--- src/rtl/key_button_mapper.sv ---
// Maps ps2_key events and a joystick word onto a button vector using a runtime-writable keymap table.
// Optional press stretcher enabled by defining KEYMAP_STRETCH_EN.
module key_button_mapper #(
  parameter int unsigned NUM_BUTTONS  = 12,
  parameter int unsigned JOY_WIDTH    = 16,
  parameter logic [7:0]  KEYMAP_INDEX = 8'd2,
  parameter int unsigned HOLD_W       = 16,
  parameter logic [HOLD_W-1:0] HOLD_CYCLES = 16'd42954
) (
  input  logic                   clk,
  input  logic                   reset,
  input  logic [10:0]            ps2_key,
  input  logic [JOY_WIDTH-1:0]   joystick,
  input  logic [15:0]            dn_addr,
  input  logic [7:0]             dn_data,
  input  logic                   dn_wr,
  input  logic [7:0]             dn_index,
  output logic [NUM_BUTTONS-1:0] inputs,
  output logic                   key_any
);

  localparam int unsigned TABLE_BYTES = 2 * NUM_BUTTONS;

  typedef logic [NUM_BUTTONS-1:0][7:0] table_t;

  function automatic logic [7:0] dflt_code(input int unsigned i);
    case (i)
      0:  return 8'h1C;
      1:  return 8'h1A;
      2:  return 8'h2A;
      3:  return 8'h2B;
      4:  return 8'h1B;
      5:  return 8'h22;
      6:  return 8'h14;
      7:  return 8'h66;
      8:  return 8'h23;
      9:  return 8'h21;
      10: return 8'h16;
      11: return 8'h11;
      default: return 8'h00;
    endcase
  endfunction

  // Attribute byte: key_en and joy_en set, joystick bit index in [4:0].
  function automatic logic [7:0] dflt_attr(input int unsigned i);
    case (i)
      0:  return 8'h64;
      1:  return 8'h61;
      2:  return 8'h60;
      3:  return 8'h67;
      4:  return 8'h65;
      5:  return 8'h63;
      6:  return 8'h68;
      7:  return 8'h69;
      8:  return 8'h66;
      9:  return 8'h62;
      10: return 8'h68;
      11: return 8'h6A;
      default: return 8'h00;
    endcase
  endfunction

  function automatic table_t init_code();
    table_t t;
    for (int unsigned i = 0; i < NUM_BUTTONS; i++) t[i] = dflt_code(i);
    return t;
  endfunction

  function automatic table_t init_attr();
    table_t t;
    for (int unsigned i = 0; i < NUM_BUTTONS; i++) t[i] = dflt_attr(i);
    return t;
  endfunction

  // Table is loaded with the default map at configuration and is outside the reset domain.
  table_t code_q = init_code();
  table_t attr_q = init_attr();
  table_t code_d, attr_d;

  logic                   tog_q;
  logic [NUM_BUTTONS-1:0] key_state_q, key_state_d;
  logic [NUM_BUTTONS-1:0] inputs_q, inputs_d;
  logic                   key_any_q, key_any_d;
  logic [NUM_BUTTONS-1:0] joy_bit_c;
  logic [NUM_BUTTONS-1:0] stretch_c;
  logic                   wr_hit_c;
  logic                   key_evt_c;
  logic [31:0]            joy_ext_c;

  always_comb begin
    code_d      = code_q;
    attr_d      = attr_q;
    key_state_d = key_state_q;
    joy_bit_c   = '0;
    joy_ext_c   = 32'(joystick);
    wr_hit_c    = dn_wr && (dn_index == KEYMAP_INDEX) && (dn_addr < 16'(TABLE_BYTES));
    key_evt_c   = (ps2_key[10] != tog_q);

    for (int unsigned i = 0; i < NUM_BUTTONS; i++) begin
      if (wr_hit_c && (dn_addr[15:1] == 15'(i))) begin
        if (dn_addr[0]) attr_d[i] = dn_data;
        else            code_d[i] = dn_data;
      end
      joy_bit_c[i] = attr_q[i][6] & joy_ext_c[attr_q[i][4:0]];
    end

    // A table write wins over a coincident key event and drops all held keys.
    if (wr_hit_c) begin
      key_state_d = '0;
    end else if (key_evt_c) begin
      for (int unsigned i = 0; i < NUM_BUTTONS; i++) begin
        if (attr_q[i][5] && (code_q[i] == ps2_key[7:0]) && (attr_q[i][7] == ps2_key[8]))
          key_state_d[i] = ps2_key[9];
      end
    end

    inputs_d  = key_state_q | joy_bit_c | stretch_c;
    key_any_d = |key_state_q;
  end

  always_ff @(posedge clk) begin
    code_q <= code_d;
    attr_q <= attr_d;
  end

  always_ff @(posedge clk) begin
    tog_q <= ps2_key[10];
    if (reset) begin
      key_state_q <= '0;
      inputs_q    <= '0;
      key_any_q   <= 1'b0;
    end else begin
      key_state_q <= key_state_d;
      inputs_q    <= inputs_d;
      key_any_q   <= key_any_d;
    end
  end

`ifdef KEYMAP_STRETCH_EN
  logic [NUM_BUTTONS-1:0][HOLD_W-1:0] hold_cnt_q, hold_cnt_d;
  logic [NUM_BUTTONS-1:0]             key_prev_q, key_prev_d;

  // Hold counter reloads on each new press and counts down to zero.
  always_comb begin
    hold_cnt_d = hold_cnt_q;
    key_prev_d = key_state_q;
    stretch_c  = '0;
    for (int unsigned i = 0; i < NUM_BUTTONS; i++) begin
      stretch_c[i] = (hold_cnt_q[i] != '0);
      if (key_state_q[i] && !key_prev_q[i])
        hold_cnt_d[i] = HOLD_CYCLES - HOLD_W'(1);
      else if (hold_cnt_q[i] != '0)
        hold_cnt_d[i] = hold_cnt_q[i] - HOLD_W'(1);
    end
  end

  always_ff @(posedge clk) begin
    if (reset) begin
      hold_cnt_q <= '0;
      key_prev_q <= '0;
    end else begin
      hold_cnt_q <= hold_cnt_d;
      key_prev_q <= key_prev_d;
    end
  end
`else
  logic unused_hold_c;
  assign unused_hold_c = ^{HOLD_CYCLES, HOLD_W[0]};
  assign stretch_c     = '0;
`endif

  assign inputs  = inputs_q;
  assign key_any = key_any_q;

endmodule

--- config.mk ---
export PLATFORM = sky130hd
export DESIGN_NAME = key_button_mapper
export DESIGN_NICKNAME = d
export VERILOG_FILES = /design/src/rtl/key_button_mapper.sv
export SDC_FILE = /design/constraint.sdc
export NUM_CORES = 1
export LEC_CHECK = 0
export CORE_MARGIN = 4
export CORE_UTILIZATION = 55
export DETAILED_ROUTE_END_ITERATION = 8
export PLACE_DENSITY = 0.85
export SETUP_SLACK_MARGIN = 0.3
export SLEW_MARGIN = 30
export SYNTH_ARGS = -nofsm -noshare
export SYNTH_HDL_FRONTEND = slang
export SYNTH_SLANG_ARGS = --single-unit
--- constraint.sdc ---
create_clock -name clk -period 4.8 [get_ports clk]
set_input_delay 0.96 -clock clk [delete_from_list [all_inputs] [get_ports clk]]
set_output_delay 0.96 -clock clk [all_outputs]
set_load 0.02 [all_outputs]
==> results by group <==
Worst setup path
  – Worst R2R Start: attr_q[0]
  – CP max stage delay: 970 ps
  – Crit path DAT: 3610 ps
  – Crit path buffers/inverters: 1
  – FF-to-FF setup slack: 3020 ps
  – Critical Path RT: 5140 ps
  – CP cell instances: clkdlybuf4s50_1 -> nor4_1 -> nand4b_1 -> o311ai_2 -> mux2i_1
  – Worst Path Max Fanout: 13
  – Critical path's slowest cell: o311ai_2
  – CP endpoint kind: flop
  – Largest delay share family, worst path: simple AND/OR/NAND/NOR gates
  – R2R Path End: inputs[0]
  – Critical path class: primary input to flop
  – Reg2Reg Depth: 3
  – Crit start category: primary input

Route
  – Final wirelength: 25800 um
  – Final ANT Viol Nets: 0
  – Starting DRC count in detailed routing: 696
  – Wire per inst: 25.9 um
  – Vias: 6448
  – Pre-antenna DRT Iters: 5
  – DR DRC count: 0
  – Vias per inst: 6.49

Clock tree
  – Cts hold-fix bufs: 0
  – TritonCTS Sinks: 218
  – Worst-path clk slew: 60 ps
  – Worst-Skew Late Latency: 510 ps
  – CTS root buf: clkbuf_16
  – Cts repair resizes: 0
  – CTS H-Tree Depth: 1
  – Post-CTS Setup Bufs: 0
  – Num CTS Buffers: 22
  – Longest Clk Path Bufs: 3
  – CTS tree: built

Logic synthesis
  – Synth area leader: edfxtp_1
  – Avg Inst Size Synth: 15.1 um^2
  – Cell area after synthesis: 10200 um^2
  – EDFF count, synth: 192
  – Post-synth top flop: edfxtp_1
  – Seq/Total Area, Yosys: 61.4%
  – Synth Register Bits: 218
  – Synth area leaders: edfxtp_1 (56%), xnor2_1 (9.2%), mux2i_1 (5.4%)
  – Mapped Cells: 679
  – Async set or reset register ratio after synthesis: 0%
  – YS warnings: 0
  – Post-Syn Nets: 741
  – Post-synth cell types: 49
  – Post-synth top area share: 56.4%

Die
  – Io pins: 75
  – Die W: 144 um
  – Die area: 20800 um^2
  – Rows: 49
  – Chip height: 144 um
  – Core area: 18100 um^2
  – Initial Utilization: 56.4%

Place
  – DP Area: 11200 um^2
  – DP Worst Slack: 1100 ps
  – DP Cell Count: 954
  – Post-DP HPWL: 16100 um
  – GP Congestion: 0.859
  – I/O Buffers: 74

Hold path
  – Worst Hold Launch: key_state_q[7]
  – WHS Endpoint: inputs[7]
  – HP Class: flop to flop
  – WHS Path Cells: 1

Global route
  – Vias in the first global route: 6776
  – Grt total ovfl: 0
  – Initial antenna violation count: 0
  – First-pass GRT wire length: 39500 um
  – Global Route Usage Sum: 25.2%
  – Largest net degree at the start of global routing: 25

STA
  – Max Freq: 305 MHz
  – Fin crit period: 3280 ps
  – Max-slew violations: 0
  – Fin crit share: 68.3%
  – Setup TNS: 0 ps
  – Setup ws final: 1520 ps
  – Clock skew: 10.4 ps
  – Max-slew headroom: 31.6%
  – Worst Max-Slew Pin Slew: 1020 ps
  – Setup violations, final: 0
  – Fin. Hold Viols: 0
  – Unrepaired setup endpoints after global routing: false

Power and ir drop
  – PD cells: 348 nW/um^2
  – Static leakage: 3.71 nW
  – Worst ir drop on vdd: 0.330 mV

Finish
  – Antenna cells: 0
  – Post-route cell area: 12000 um^2
  – Area delta synth->final: 17.1%
  – Non-Filler Instances: 994
  – Layout cells sized above 1: 14.9%
  – Final net count: 811

Status
  – Status: complete, no violations

Flow run
  – MaxCap Viol Count: 0
[state kept, by name, indices dropped and copies added (netlist names)]
| name | count |
|---|---|
| key_any | 1 |
| key_state_q | 12 |
| tog_q | 1 |
| inputs | 12 |
| code_q | 96 |
| attr_q | 96 |
[routing by layer]
layer / vias to the layer above / track usage [%] / part of all wire, %
met4: 0 / 10.5 / 4.1
li1: 2800 / - / -
met2: 363 / 40.9 / 47
met1: 3184 / 33.3 / 39
met5: - / 0 / 0
met3: 101 / 5.16 / 9.3
[cells in the final DEF, fill, tap and decap left out, types with 11 or more instances in the layout]
| cell | instances |
|---|---|
| nor2b_1 | 12 |
| nor3_1 | 17 |
| nor3b_1 | 12 |
| dfxtp_1 | 26 |
| xnor2_1 | 108 |
| nand3b_1 | 20 |
| edfxtp_1 | 192 |
| clkdlybuf4s50_1 | 68 |
| buf_4 | 17 |
| mux2i_1 | 55 |
| mux4_2 | 24 |
| nand3_1 | 24 |
| clkbuf_16 | 24 |
| mux2_2 | 11 |
| nand4_1 | 26 |
[metrics by stage]
stage | utilization (%) | total power [mW] | hold slack [ps]
after floorplan | - | 2.23 | 453
after global placement | 61.8 | 2.37 | 509
after detailed placement | 61.7 | 2.38 | 511
after CTS | 66.1 | 4.20 | 526
after global routing | 66.0 | 4.28 | 556
final | 66.0 | 4.17 | 532
[report_power, final]
part           internal [mW]  switching [mW]
combinational          0.114           0.163
sequential              2.06        0.000513
clock                   1.10           0.729
total                   3.28           0.893
[final cells by class]
type                            instances  area [um^2]
Inverter                                1         3.75
Clock buffer                           26          628
Tap cell                              229          287
Sequential cell                       218         6290
Multi-Input combinational cell        415         3780
Clock inverter                         14          161
Fill cell                            1230         6170
Timing Repair Buffer                   91          838
[Yosys cell counts (all sizes together) (10+ instances only)]
cell / count
mux2i: 55
nor3: 19
a41oi: 10
mux4: 28
nand3: 25
clkbuf: 33
buf: 12
nand4: 26
nor4: 12
nor2b: 12
o21ai: 10
xnor2: 108
o31ai: 10
mux2: 11
dfxtp: 26
nor3b: 13
nand2b: 10
nand3b: 20
edfxtp: 192
o311a: 10
[logic make-up after synthesis]
family	share of synthesized area, %
AO/OA/AOI/OAI	3.63
flip-flops	61.4
multiplexers	12.9
AND/OR/NAND/NOR	10.8
buffers and inverters	1.91
XOR/XNOR	9.33
[how the worst max path moves through the flow]
stage,from,endpoint,slack [ps],depth (start not counted)
finish,dn_index[0],key_state_q[11],1520,5
detailed placement,dn_index[0],key_state_q[11],1100,5
global placement,dn_index[0],code_q[61],1220,5
floorplan,dn_addr[14],code_q[48],1690,4
global route,dn_index[0],key_state_q[11],1320,5
CTS,dn_index[0],key_state_q[11],1560,5
(Power assumes the default switching activity.)
